[config.mk]
export PLATFORM = sky130hd
export DESIGN_NAME = phy_tx_framer
export DESIGN_NICKNAME = d
export VERILOG_FILES = /design/src/rtl/phy_tx_framer.sv
export SDC_FILE = /design/constraint.sdc
export NUM_CORES = 1
export LEC_CHECK = 0
export BUFFER_PORTS_ARGS = -buffer_cell sky130_fd_sc_hd__buf_2
export CORE_MARGIN = 1
export CORE_UTILIZATION = 50
export CTS_CLUSTER_SIZE = 14
export DETAILED_ROUTE_END_ITERATION = 8
export GPL_ROUTABILITY_DRIVEN = 0
export GPL_TIMING_DRIVEN = 0
export PLACE_DENSITY = 0.69
export SKIP_CTS_REPAIR_TIMING = 1
export SYNTH_ARGS = -nofsm -noshare
export SYNTH_HDL_FRONTEND = slang
export SYNTH_SLANG_ARGS = --single-unit
[constraint.sdc]
create_clock -name clk_125m -period 2.8 [get_ports clk_125m]
set_input_delay 0 -clock clk_125m [delete_from_list [all_inputs] [get_ports clk_125m]]
set_output_delay 0 -clock clk_125m [all_outputs]
set_load 0.05 [all_outputs]
[src/rtl/phy_tx_framer.sv]
// phy_tx_framer: GMII transmit framer. Wraps MAC payload bytes into a
// complete wire frame: preamble, SFD, payload, zero pad, FCS and
// inter-frame gap. Every gmii_* output and status pulse is registered.
module phy_tx_framer #(
   parameter int unsigned PREAMBLE_LEN = 7,
   parameter int unsigned MIN_FRAME    = 60,
   parameter int unsigned IFG_BYTES    = 12
) (
   input  logic       clk_125m,
   input  logic       sys_rst,
   input  logic [7:0] s_tdata,
   input  logic       s_tvalid,
   input  logic       s_tlast,
   input  logic       s_tuser,
   output logic       s_tready,
   output logic [7:0] gmii_txd,
   output logic       gmii_tx_en,
   output logic       gmii_tx_er,
   output logic       frame_done,
   output logic       underflow
);

   localparam logic [3:0]  PRE_W = 4'(PREAMBLE_LEN);
   localparam logic [15:0] MIN_W = 16'(MIN_FRAME);
   localparam logic [7:0]  IFG_W = 8'(IFG_BYTES);

   typedef enum logic [2:0] {
      S_IDLE,
      S_PREAMBLE,
      S_SFD,
      S_DATA,
      S_PAD,
      S_FCS,
      S_IFG
   } state_t;

   state_t      state, state_n;
   logic [3:0]  pre_cnt, pre_n;
   logic [15:0] byte_cnt, cnt_n, cnt_inc;
   logic [31:0] crc, crc_n;
   logic [1:0]  fcs_idx, fcs_n;
   logic [7:0]  ifg_cnt, ifg_n;
   logic        bad, bad_n;
   logic [7:0]  txd_n;
   logic        en_n, er_n, done_n, uf_n;

   // One byte of reflected CRC-32 (poly 0xEDB88320).
   function automatic logic [31:0] crc_next(input logic [31:0] c, input logic [7:0] d);
      logic [31:0] r;
      r = c ^ {24'h0, d};
      for (int unsigned i = 0; i < 8; i++) begin
         r = r[0] ? ((r >> 1) ^ 32'hEDB8_8320) : (r >> 1);
      end
      return r;
   endfunction

   // Payload is only accepted while the state register says DATA.
   assign s_tready = (state == S_DATA);
   assign cnt_inc  = (byte_cnt == 16'hFFFF) ? byte_cnt : byte_cnt + 16'd1;

   // State and output registers; reset returns the wire to idle at once.
   always_ff @(posedge clk_125m) begin
      if (sys_rst) begin
         state      <= S_IDLE;
         pre_cnt    <= '0;
         byte_cnt   <= '0;
         crc        <= '1;
         fcs_idx    <= '0;
         ifg_cnt    <= IFG_W;
         bad        <= 1'b0;
         gmii_txd   <= '0;
         gmii_tx_en <= 1'b0;
         gmii_tx_er <= 1'b0;
         frame_done <= 1'b0;
         underflow  <= 1'b0;
      end else begin
         state      <= state_n;
         pre_cnt    <= pre_n;
         byte_cnt   <= cnt_n;
         crc        <= crc_n;
         fcs_idx    <= fcs_n;
         ifg_cnt    <= ifg_n;
         bad        <= bad_n;
         gmii_txd   <= txd_n;
         gmii_tx_en <= en_n;
         gmii_tx_er <= er_n;
         frame_done <= done_n;
         underflow  <= uf_n;
      end
   end

   // Next state plus the byte to drive on the wire after the coming edge.
   // The state names the phase deciding the next byte, so DATA is already
   // active while the SFD is on the wire and the first payload byte follows
   // it without a bubble.
   always_comb begin
      state_n = state;
      pre_n   = pre_cnt;
      cnt_n   = byte_cnt;
      crc_n   = crc;
      fcs_n   = fcs_idx;
      ifg_n   = ifg_cnt;
      bad_n   = bad;
      txd_n   = '0;
      en_n    = 1'b0;
      er_n    = 1'b0;
      done_n  = 1'b0;
      uf_n    = 1'b0;
      case (state)
         S_IDLE: begin
            if (s_tvalid) begin
               en_n    = 1'b1;
               txd_n   = 8'h55;
               pre_n   = 4'd1;
               cnt_n   = '0;
               crc_n   = '1;
               bad_n   = 1'b0;
               fcs_n   = '0;
               state_n = (PRE_W == 4'd1) ? S_SFD : S_PREAMBLE;
            end
         end
         S_PREAMBLE: begin
            en_n  = 1'b1;
            txd_n = 8'h55;
            pre_n = pre_cnt + 4'd1;
            if (pre_cnt + 4'd1 == PRE_W) state_n = S_SFD;
         end
         S_SFD: begin
            en_n    = 1'b1;
            txd_n   = 8'hD5;
            state_n = S_DATA;
         end
         S_DATA: begin
            en_n = 1'b1;
            if (s_tvalid) begin
               txd_n = s_tdata;
               crc_n = crc_next(crc, s_tdata);
               cnt_n = cnt_inc;
               if (s_tlast) begin
                  bad_n   = s_tuser;
                  state_n = (cnt_inc < MIN_W) ? S_PAD : S_FCS;
               end
            end else begin
               er_n    = 1'b1;
               uf_n    = 1'b1;
               ifg_n   = '0;
               state_n = S_IFG;
            end
         end
         S_PAD: begin
            en_n  = 1'b1;
            crc_n = crc_next(crc, 8'h00);
            cnt_n = cnt_inc;
            if (cnt_inc >= MIN_W) state_n = S_FCS;
         end
         S_FCS: begin
            en_n  = 1'b1;
            er_n  = bad;
            txd_n = ~crc[7:0];
            crc_n = crc >> 8;
            fcs_n = fcs_idx + 2'd1;
            if (fcs_idx == 2'd3) begin
               done_n  = 1'b1;
               ifg_n   = '0;
               state_n = S_IFG;
            end
         end
         S_IFG: begin
            ifg_n = ifg_cnt + 8'd1;
            if (ifg_cnt + 8'd1 == IFG_W) state_n = S_IDLE;
         end
         default: state_n = S_IDLE;
      endcase
   end

endmodule

==> metrics.md, run 1 <==
| Metric | Value |
|---|---|
| Run status | `finished with violations` |
| Setup repair after global routing missed its margin | `true` |
| Compound-Gate Fraction of Synth Area | `25.2%` |
| Number of global-route vias before repair | `between 4,000 and 5,000` |
| Total length of routed wires | `between 15,000 and 20,000 um` |
| Reported net switching power | `between 2 and 2.5 mW` |
| MaxCap Viol Count | `0` |
| IO Pins | `26` |
| Net total in the final layout | `between 700 and 800` |
| Share of synthesized area occupied by flip-flops and latches | `between 20% and 30%` |
| Internal power contribution | `~3 mW` |
| Main combinational cell family by area after synthesis | `compound AO/OA/AOI/OAI gates` |
| Class of the tightest hold or removal check | `in2reg` |
| Antenna violations before repair | `0` |
| Critical-path cell with the highest stage delay | `xnor2_1` |
| Via/cell ratio | `about 6.2` |
| Number of storage elements in the synthesis netlist | `just under 80` |
| Setup slack at placement | `~0.083 ns` |
| Share of the synthesized netlist area taken by xor and xnor gates | `a little over a fifth` |
| Synth Area in Simple Gates | `between 10% and 20%` |
| Final-report hold violation count | `2` |
| Sequential cell area in the final layout | `around 1600 um^2` |
| Number of cells after detailed placement | `a little over 800` |
| Cell-by-cell listing of the critical path | `buf_2, xnor2_1, xor3_2, xnor3_1, a22o_1, mux2i_1, a21oi_1` |
| Overall die height | `roughly 110 um` |
| Startpoint of the lowest-slack register-to-register path | `crc[6]` |
| Setup crit start kind | `flip-flop` |
| Share of final-layout standard cells stronger than drive strength 1 | `about 7.7%` |
| Required time of the worst setup path | `roughly 3.1 ns` |
| Final antenna diode count | `0` |
| DRT iter0 DRCs | `333` |
| Initial standard-cell utilization of the core | `between 50 and 60%` |
| Total vias in the final route | `5,224` |
| Type of the worst setup path | `reg2reg` |
| Final Setup Violations | `0` |
| Max-slew violations | `0` |
| Length of the first detailed-routing pass in iterations | `5` |
| Net count after synthesis | `676` |
| Sw Ratio | `approximately 43%` |
| Power per cell area | `between 800 and 900 nW/um^2` |
| Worst min-delay path endpoint | `crc[19]` |
| Number of enable flip-flop cells after synthesis | `0` |
| Sequential power share | `about 25%` |
| Area grow syn2layout | `10.7%` |
| Number of port buffers | `24` |
| Count of different cell masters after synthesis | `62` |
| CTS tree | `built` |
| Count of clock tree sinks | `between 70 and 80` |
| Fmax | `around 380 MHz` |
| Mapped cell area | `~5300 um^2` |
| Violations in the final reports | `negative hold slack` |
| Worst Clk Skew | `0.0134 ns` |
| Worst hold path stage count | `3` |
| Clock-pin slew reported for the worst setup and hold paths after clock tree synthesis | `0.08 ns` |
| CTS root buf | `clkbuf_8` |
| Detailed-placement wirelength estimate | `11,200 um` |
| Worst-case vdd ir drop | `between 0.4 and 0.5 mV` |
| Share of the core filled with cells | `a little under three fifths` |
| DRC errors left | `0` |
| Slowest Stage Delay on Critical Path | `~0.57 ns` |
| Main synth FF type | `dfxtp_1` |
| Internal reg-to-reg setup slack | `around 0.16 ns` |
| Final period utilization | `94.2%` |
| Area of the multi-input gates | `~3600 um^2` |
| Filler cell count in the final layout | `948` |
| Worst hold margin | `-0.0211 ns` |
| Clock share of power | `18.2%` |
| Max clock buf depth | `2` |
| Shortest clock period the worst path allows after layout | `~2.6 ns` |
| Global-route usage over all layers | `around 29%` |
| Remaining global-route overflow | `0` |
| Full die area | `roughly 11,000 um^2` |
| Core footprint | `~10,000 um^2` |
| Number of H-tree levels | `3` |
| CP delay by family, top | `XOR/XNOR gates` |
| Wire length of the first global-routing pass | `~25,000 um` |
| Worst-path fanout max | `9` |
| Count of warnings emitted by yosys | `0` |
| Post-layout power | `5.29 mW` |
| Worst-case headroom to the max-slew limit | `roughly 34%` |
| Type of destination of the critical path | `flip-flop` |
| Count of mapped cells out of synthesis | `between 600 and 700` |
| Post-route ant nets | `0` |
| DIE WIDTH | `105 um` |
| LEAKAGE | `between 2 and 2.5 nW` |
| Mapped Avg Cell Area | `8.12 um^2` |
| Fraction of registers with async set/reset | `0%` |
| Setup TNS | `0 ns` |
| Start point of the worst min-delay path | `sys_rst` |
| R2R depth | `7` |
| Crit path buffers/inverters | `1` |
| Largest net degree at the start of global routing | `13` |
| Number of core rows | `37` |
| Actual transition at the worst max-transition pin | `between 0.9 and 1 ns` |
| Combinational power share | `between 50% and 60%` |
| CTS Buf Count | `9` |
| Clock latency on the worst-skew pair | `approximately 0.38 ns` |
| Wire per inst | `18.8 um` |
| Reg-to-reg critical path endpoint | `crc[23]` |
| Data arrival time of the critical path | `2.89 ns` |
| Arithmetic-cell share of the synthesized area counting full adders, half adders and majority gates | `under 10%` |
| Worst setup slack after layout | `0.162 ns` |
| Portion of netlist area occupied by mux cells | `less than 1%` |
| Layout Cells excl Fill | `840` |
[tightest hold or removal path, cell delays in order]
cell    delay [ns]
buf_2         0.11
or4_1         0.11
o22a_1        0.10
[sequential cells by signal (all words and copies together) (netlist names), 2 cells and up]
| name | count |
|---|---|
| crc | 32 |
| state | 3 |
| gmii_txd | 8 |
| fcs_idx | 2 |
| byte_cnt | 16 |
| ifg_cnt | 8 |
| pre_cnt | 4 |
[cell usage after synthesis (all sizes together) (2+ instances only)]
cell    count  area [um^2]
buf        11         56.3
nor3        8         40.0
nand3      23          115
a221oi     17          149
o311ai      2         17.5
xnor2      65          588
a211oi      2         15.0
xor3        2         48.8
a211o      13          114
o21bai      9         67.6
nand2b      7         43.8
a31oi       7         43.8
clkinv      2         7.51
mux2i       5         50.1
o211ai      2         15.0
ha          5         62.6
o21ai      39          195
inv         5         18.8
a21oi      57          285
dfxtp      78         1560
and2        3         18.8
xor2       32          299
nor2b       5         31.3
nor4        4         25.0
or4         2         15.0
a21o        3         22.5
nand4       7         43.8
nand2      43          161
xnor3      10          226
clkbuf     33          124
a22oi       3         22.5
o22ai      14         87.6
o21a        6         45.0
a311oi     10         87.6
or3         5         31.3
and3        7         43.8
and4        2         17.5
o221ai      6         52.6
o32a        2         20.0
o22a        3         26.3
nor2       84          315
[cell usage in the layout (no fill, tap or decap), drive strengths merged, types with 8 or more instances in the layout]
cell	netlist	routed
nor3	8	8
xnor2	65	65
o21bai	9	9
a21oi	57	57
xor2	32	32
buf	11	35
nor2	84	84
a221oi	17	17
a311oi	10	10
xnor3	10	10
o22ai	14	14
nand3	23	23
o21ai	39	39
a211o	13	13
dfxtp	78	78
clkbuf	33	46
nand2	43	43
[area by class of cell]
class / instances / share of cell area (%)
clock buffer: 13 / 2.52
buffer: 44 / 3.07
multi-input combinational: 529 / 60.5
inverter: 7 / 0.444
tap: 136 / 2.88
timing repair buffer: 30 / 3.05
clock inverter: 3 / 1.14
sequential: 78 / 26.4
[stage by stage]
stage                     area [um^2]  hold slack [ns]
after floorplan                  5340            0.138
final                            5910          -0.0211
after global routing             5910          0.00394
after detailed placement         5630            0.288
after CTS                        5850          -0.0961
after global placement           5630            0.281
[power groups by stage]
stage / sequential, mW / clock (mW) / combinational, mW
floorplan: 1.42 / 0 / 2.23
global placement: 1.35 / 0 / 2.87
detailed placement: 1.36 / 0 / 2.90
CTS: 1.33 / 0.967 / 2.93
global route: 1.35 / 1.02 / 3.21
finish: 1.34 / 0.961 / 2.99
[worst max-delay path by stage]
| stage | endpoint | from | depth (start not counted) | slack, ns |
|---|---|---|---|---|
| floorplan | crc[20] | crc[7] | 7 | 0.66 |
| global placement | crc[7] | state[2] | 8 | 0.11 |
| detailed placement | crc[7] | state[2] | 8 | 0.08 |
| finish | crc[23] | crc[6] | 7 | 0.16 |
| CTS | crc[7] | state[2] | 8 | 0.06 |
| global route | crc[7] | state[2] | 8 | -0.02 |
[cell families after synthesis]
| kind of cell | after synthesis |
|---|---|
| XOR/XNOR | 109 |
| multiplexers | 5 |
| flip-flops | 78 |
| buffers and inverters | 51 |
| adder cells (fa/ha/maj) | 5 |
| AND/OR/NAND/NOR | 206 |
| AO/OA/AOI/OAI | 204 |
[routing by layer]
metal,share of wire (%),GRT usage (%),vias up,wire [um]
li1,-,-,2472,-
met1,42,37.4,2439,6590
met2,46,46.5,265,7210
met3,9.1,5.88,48,1440
met4,3.8,16.5,0,595
met5,0,0,-,0
Power figures use the tool's default switching activity.
==> run 2, diff against run 1 <==
- ABC_AREA: not set -> 1
- HOLD_SLACK_MARGIN: not set -> 0.12
==> run 2 against run 1 <==
  * The run ends with design-rule violations left
  * Non-clock buffer count down 4
  * Die area up 14%
  * Design area up 15%
  * Clock power up 22%
  * Critical endpoint is now crc[0]
==> metrics.md, run 2 <==
| Metric | Value |
|---|---|
| DIE WIDTH | `112 um (+6.6%)` |
| Register bank with the most flops | `crc` |
| Number of cells after detailed placement | `1,079 (+32%)` |
| Net count after synthesis | `930 (+38%)` |
| Total vias in the final route | `6,117 (+17%)` |
| Main synth FF type | `dfxtp_1` |
| Startpoint of the lowest-slack register-to-register path | `state[2]` |
| IO Pins | `26 (unchanged)` |
| Worst hold path stage count | `2 (-1)` |
| Full die area | `12,600 um^2 (+14%)` |
| Start point of the worst min-delay path | `sys_rst` |
| Fraction of registers with async set/reset | `0% (unchanged)` |
| Finished layout cell area | `6780 um^2 (+15%)` |
| Total length of routed wires | `18,400 um (+16%)` |
| Worst-path fanout max | `7 (-2)` |
| Mapped cell area | `6080 um^2 (+14%)` |
| Setup repair after global routing missed its margin | `false` |
| Mapped Avg Cell Area | `6.67 um^2 (-18%)` |
| Max clock buf depth | `2 (unchanged)` |
| Area grow syn2layout | `11.4%` |
| Type of the worst setup path | `reg2reg` |
| Share of final-layout standard cells stronger than drive strength 1 | `11.4% (+3.8 points)` |
| DRT iter0 DRCs | `554 (+66%)` |
| Number of flip-flops under the largest register name | `32 (unchanged)` |
| DRC errors left | `1 (+1)` |
| Count of warnings emitted by yosys | `0 (unchanged)` |
| Reg-to-reg critical path endpoint | `crc[0]` |
| Worst hold margin | `0.107 ns (+0.129 ns)` |
| Remaining global-route overflow | `0 (unchanged)` |
| Count of mapped cells out of synthesis | `912 (+39%)` |
| Number of core rows | `39 (+5.4%)` |
| Run status | `finished with violations` |
| Clock latency on the worst-skew pair | `0.36 ns (-0.02 ns)` |
| Worst-case headroom to the max-slew limit | `48.6% (+15 points)` |
| Length of the first detailed-routing pass in iterations | `7 (+2)` |
| Share of the synthesized area in the top cell type | `25.7% (-3.6 points)` |
| Final Setup Violations | `0 (unchanged)` |
| Required time of the worst setup path | `2.96 ns (-0.09 ns)` |
| Post-place instance area | `6380 um^2 (+13%)` |
| Clock share of power | `15.6% (-2.6 points)` |
| Setup TNS | `0 ns (unchanged)` |
| Actual transition at the worst max-transition pin | `0.771 ns (-0.215 ns)` |
| Worst setup slack after layout | `0.396 ns (+0.235 ns)` |
| Class of the tightest hold or removal check | `in2reg` |
| Final period utilization | `85.8% (-8.4 points)` |
| Number of port buffers | `24 (unchanged)` |
| Cell type with the largest total area after synthesis | `dfxtp_1` |
| Synth cell count leaders | `244 x nand2_1, 95 x inv_1, 78 x dfxtp_1, 64 x o21ai_0, 61 x xor2_1` |
| Setup slack at placement | `0.402 ns (+0.319 ns)` |
| Number of enable flip-flop cells after synthesis | `0 (unchanged)` |
| Net total in the final layout | `976 (+36%)` |
| Via/cell ratio | `5.54 (-11%)` |
| CTS root buf | `clkbuf_16` |
| Sw Ratio | `51.6% (+8.3 points)` |
| Reported net switching power | `3.89 mW (+70%)` |
| Most frequent standard cell in the layout excluding fill and tap cells | `nand2_1` |
| Power per cell area | `1110 nW/um^2 (+24%)` |
| Worst-case vdd ir drop | `0.529 mV (+17%)` |
| CTS Buf Count | `9 (unchanged)` |
| Wire per inst | `16.7 um (-12%)` |
| Number of H-tree levels | `3 (unchanged)` |
| Internal reg-to-reg setup slack | `0.40 ns (+0.23 ns)` |
| Share of synthesized area occupied by flip-flops and latches | `25.7% (-3.6 points)` |
| Final-report hold violation count | `0 (-2)` |
| Dominant cell by count in the synthesized netlist | `nand2_1` |
| Most frequent cells in the layout | `244 x nand2_1, 95 x inv_1, 78 x dfxtp_1, 64 x o21ai_0, 61 x xor2_1` |
| Largest net degree at the start of global routing | `13 (unchanged)` |
| Wire length of the first global-routing pass | `28,900 um (+14%)` |
| Setup crit start kind | `flip-flop` |
| Final antenna diode count | `0 (unchanged)` |
| MaxCap Viol Count | `0 (unchanged)` |
| Number of global-route vias before repair | `5,388 (+9.5%)` |
| Registers with the highest flip-flop counts | `crc: 32 flops, byte_cnt: 16 flops` |
| Shortest clock period the worst path allows after layout | `2.40 ns (-0.235 ns)` |
| Data arrival time of the critical path | `2.56 ns (-0.33 ns)` |
| Overall die height | `112 um (+6.6%)` |
| Global-route usage over all layers | `29.9% (+0.52 points)` |
| Violations in the final reports | `design-rule violations` |
| Type of destination of the critical path | `flip-flop` |
| Worst min-delay path endpoint | `byte_cnt[11]` |
| Worst Clk Skew | `0.00529 ns (-0.00815 ns)` |
| Sequential power share | `20.6% (-4.7 points)` |
| Max-slew violations | `0 (unchanged)` |
| CTS tree | `built` |
| Antenna violations before repair | `0 (unchanged)` |
| Fmax | `416 MHz (+9.8%)` |
| Layout Cells excl Fill | `1,105 (+32%)` |
| Initial standard-cell utilization of the core | `52.4% (+0.66 points)` |
| Combinational power share | `63.8% (+7.2 points)` |
| Count of different cell masters after synthesis | `45 (-27%)` |
| Internal power contribution | `3.65 mW (+21%)` |
| Count of clock tree sinks | `78 (unchanged)` |
| Clock-pin slew reported for the worst setup and hold paths after clock tree synthesis | `0.06 ns (-0.02 ns)` |
| R2R depth | `12 (+5)` |
| Detailed-placement wirelength estimate | `13,100 um (+17%)` |
| LEAKAGE | `3.11 nW (+41%)` |
| Number of storage elements in the synthesis netlist | `78 (unchanged)` |
| Area contributors post-synth | `dfxtp_1 26%, nand2_1 15%, xor2_1 8.8%, inv_1 5.9%, o21ai_0 5.3%` |
| Post-route ant nets | `0 (unchanged)` |
| Core footprint | `11,600 um^2 (+12%)` |
==> run 2: cell count changes after synthesis, sizes merged, moves of 11 or more <==
cell	delta
nand2	+215
inv	+103
xor2	+36
nand3	+34
o21ai	+30
xnor2	-29
nor2	-20
clkbuf	-17
a211o	-13
o211ai	+12
o22ai	-12
a221oi	-11
==> run 2: logic make-up (layout without fill, tap and decap cells) <==
logic type	Yosys count	count (layout)	synth area share (%)
flip-flops	78	78	25.7
AO/OA/AOI/OAI	170	170	16.0
XOR/XNOR	104	104	17.8
AND/OR/NAND/NOR	411	411	29.5
buffers and inverters	144	194	9.99
adder cells (fa/ha/maj)	5	5	1.03
==> run 2: final cells by class <==
| type | count | area (um^2) |
|---|---|---|
| Fill cell | 1148 | 4840 |
| Multi-Input combinational cell | 690 | 3920 |
| Sequential cell | 78 | 1560 |
| Inverter | 109 | 412 |
| Clock buffer | 11 | 233 |
| Timing Repair Buffer | 35 | 230 |
| Buffer | 35 | 196 |
| Tap cell | 143 | 179 |
| Clock inverter | 4 | 48.8 |
==> run 2: how the worst max path moves through the flow <==
stage,from,endpoint,cells past startpoint
finish,state[2],crc[0],12
CTS,byte_cnt[0],state[2],11
floorplan,byte_cnt[0],state[2],11
global route,state[2],crc[0],12
detailed placement,byte_cnt[0],state[2],11
global placement,state[2],crc[0],12
==> run 2: power groups by stage <==
stage / Sequential [mW] / Clock [mW] / Combinational [mW]
global placement: 1.56 / 0 / 4.61
floorplan: 1.65 / 0 / 3.46
finish: 1.55 / 1.17 / 4.81
CTS: 1.54 / 1.19 / 4.68
detailed placement: 1.57 / 0 / 4.66
global route: 1.58 / 1.24 / 5.21
==> run 2: stage by stage <==
stage / util (%) / total power [mW]
after CTS: 57.4 / 7.41
after global placement: 55.0 / 6.17
after detailed placement: 55.0 / 6.22
final: 58.3 / 7.53
after floorplan: - / 5.12
after global routing: 58.3 / 8.03
==> run 2: layer usage <==
layer	share of wire (%)	vias up	global-route usage, %
li1	-	3041	-
met1	43	2742	38.9
met2	45	274	47.4
met3	8.0	60	6.16
met4	4.3	0	14.5
met5	0	-	0
==> run 2: worst max-delay path: stages, from the launching register on <==
cell and delay (ns):
dfxtp_1 0.34, inv_2 0.10, nand2_1 0.07, nor2_2 0.14
nand2_1 0.14, nand2_1 0.08, nand2_1 0.17, inv_2 0.15
nor2_4 0.06, nor2_2 0.37, o21ai_0 0.15, a21oi_1 0.23
o21ai_0 0.20
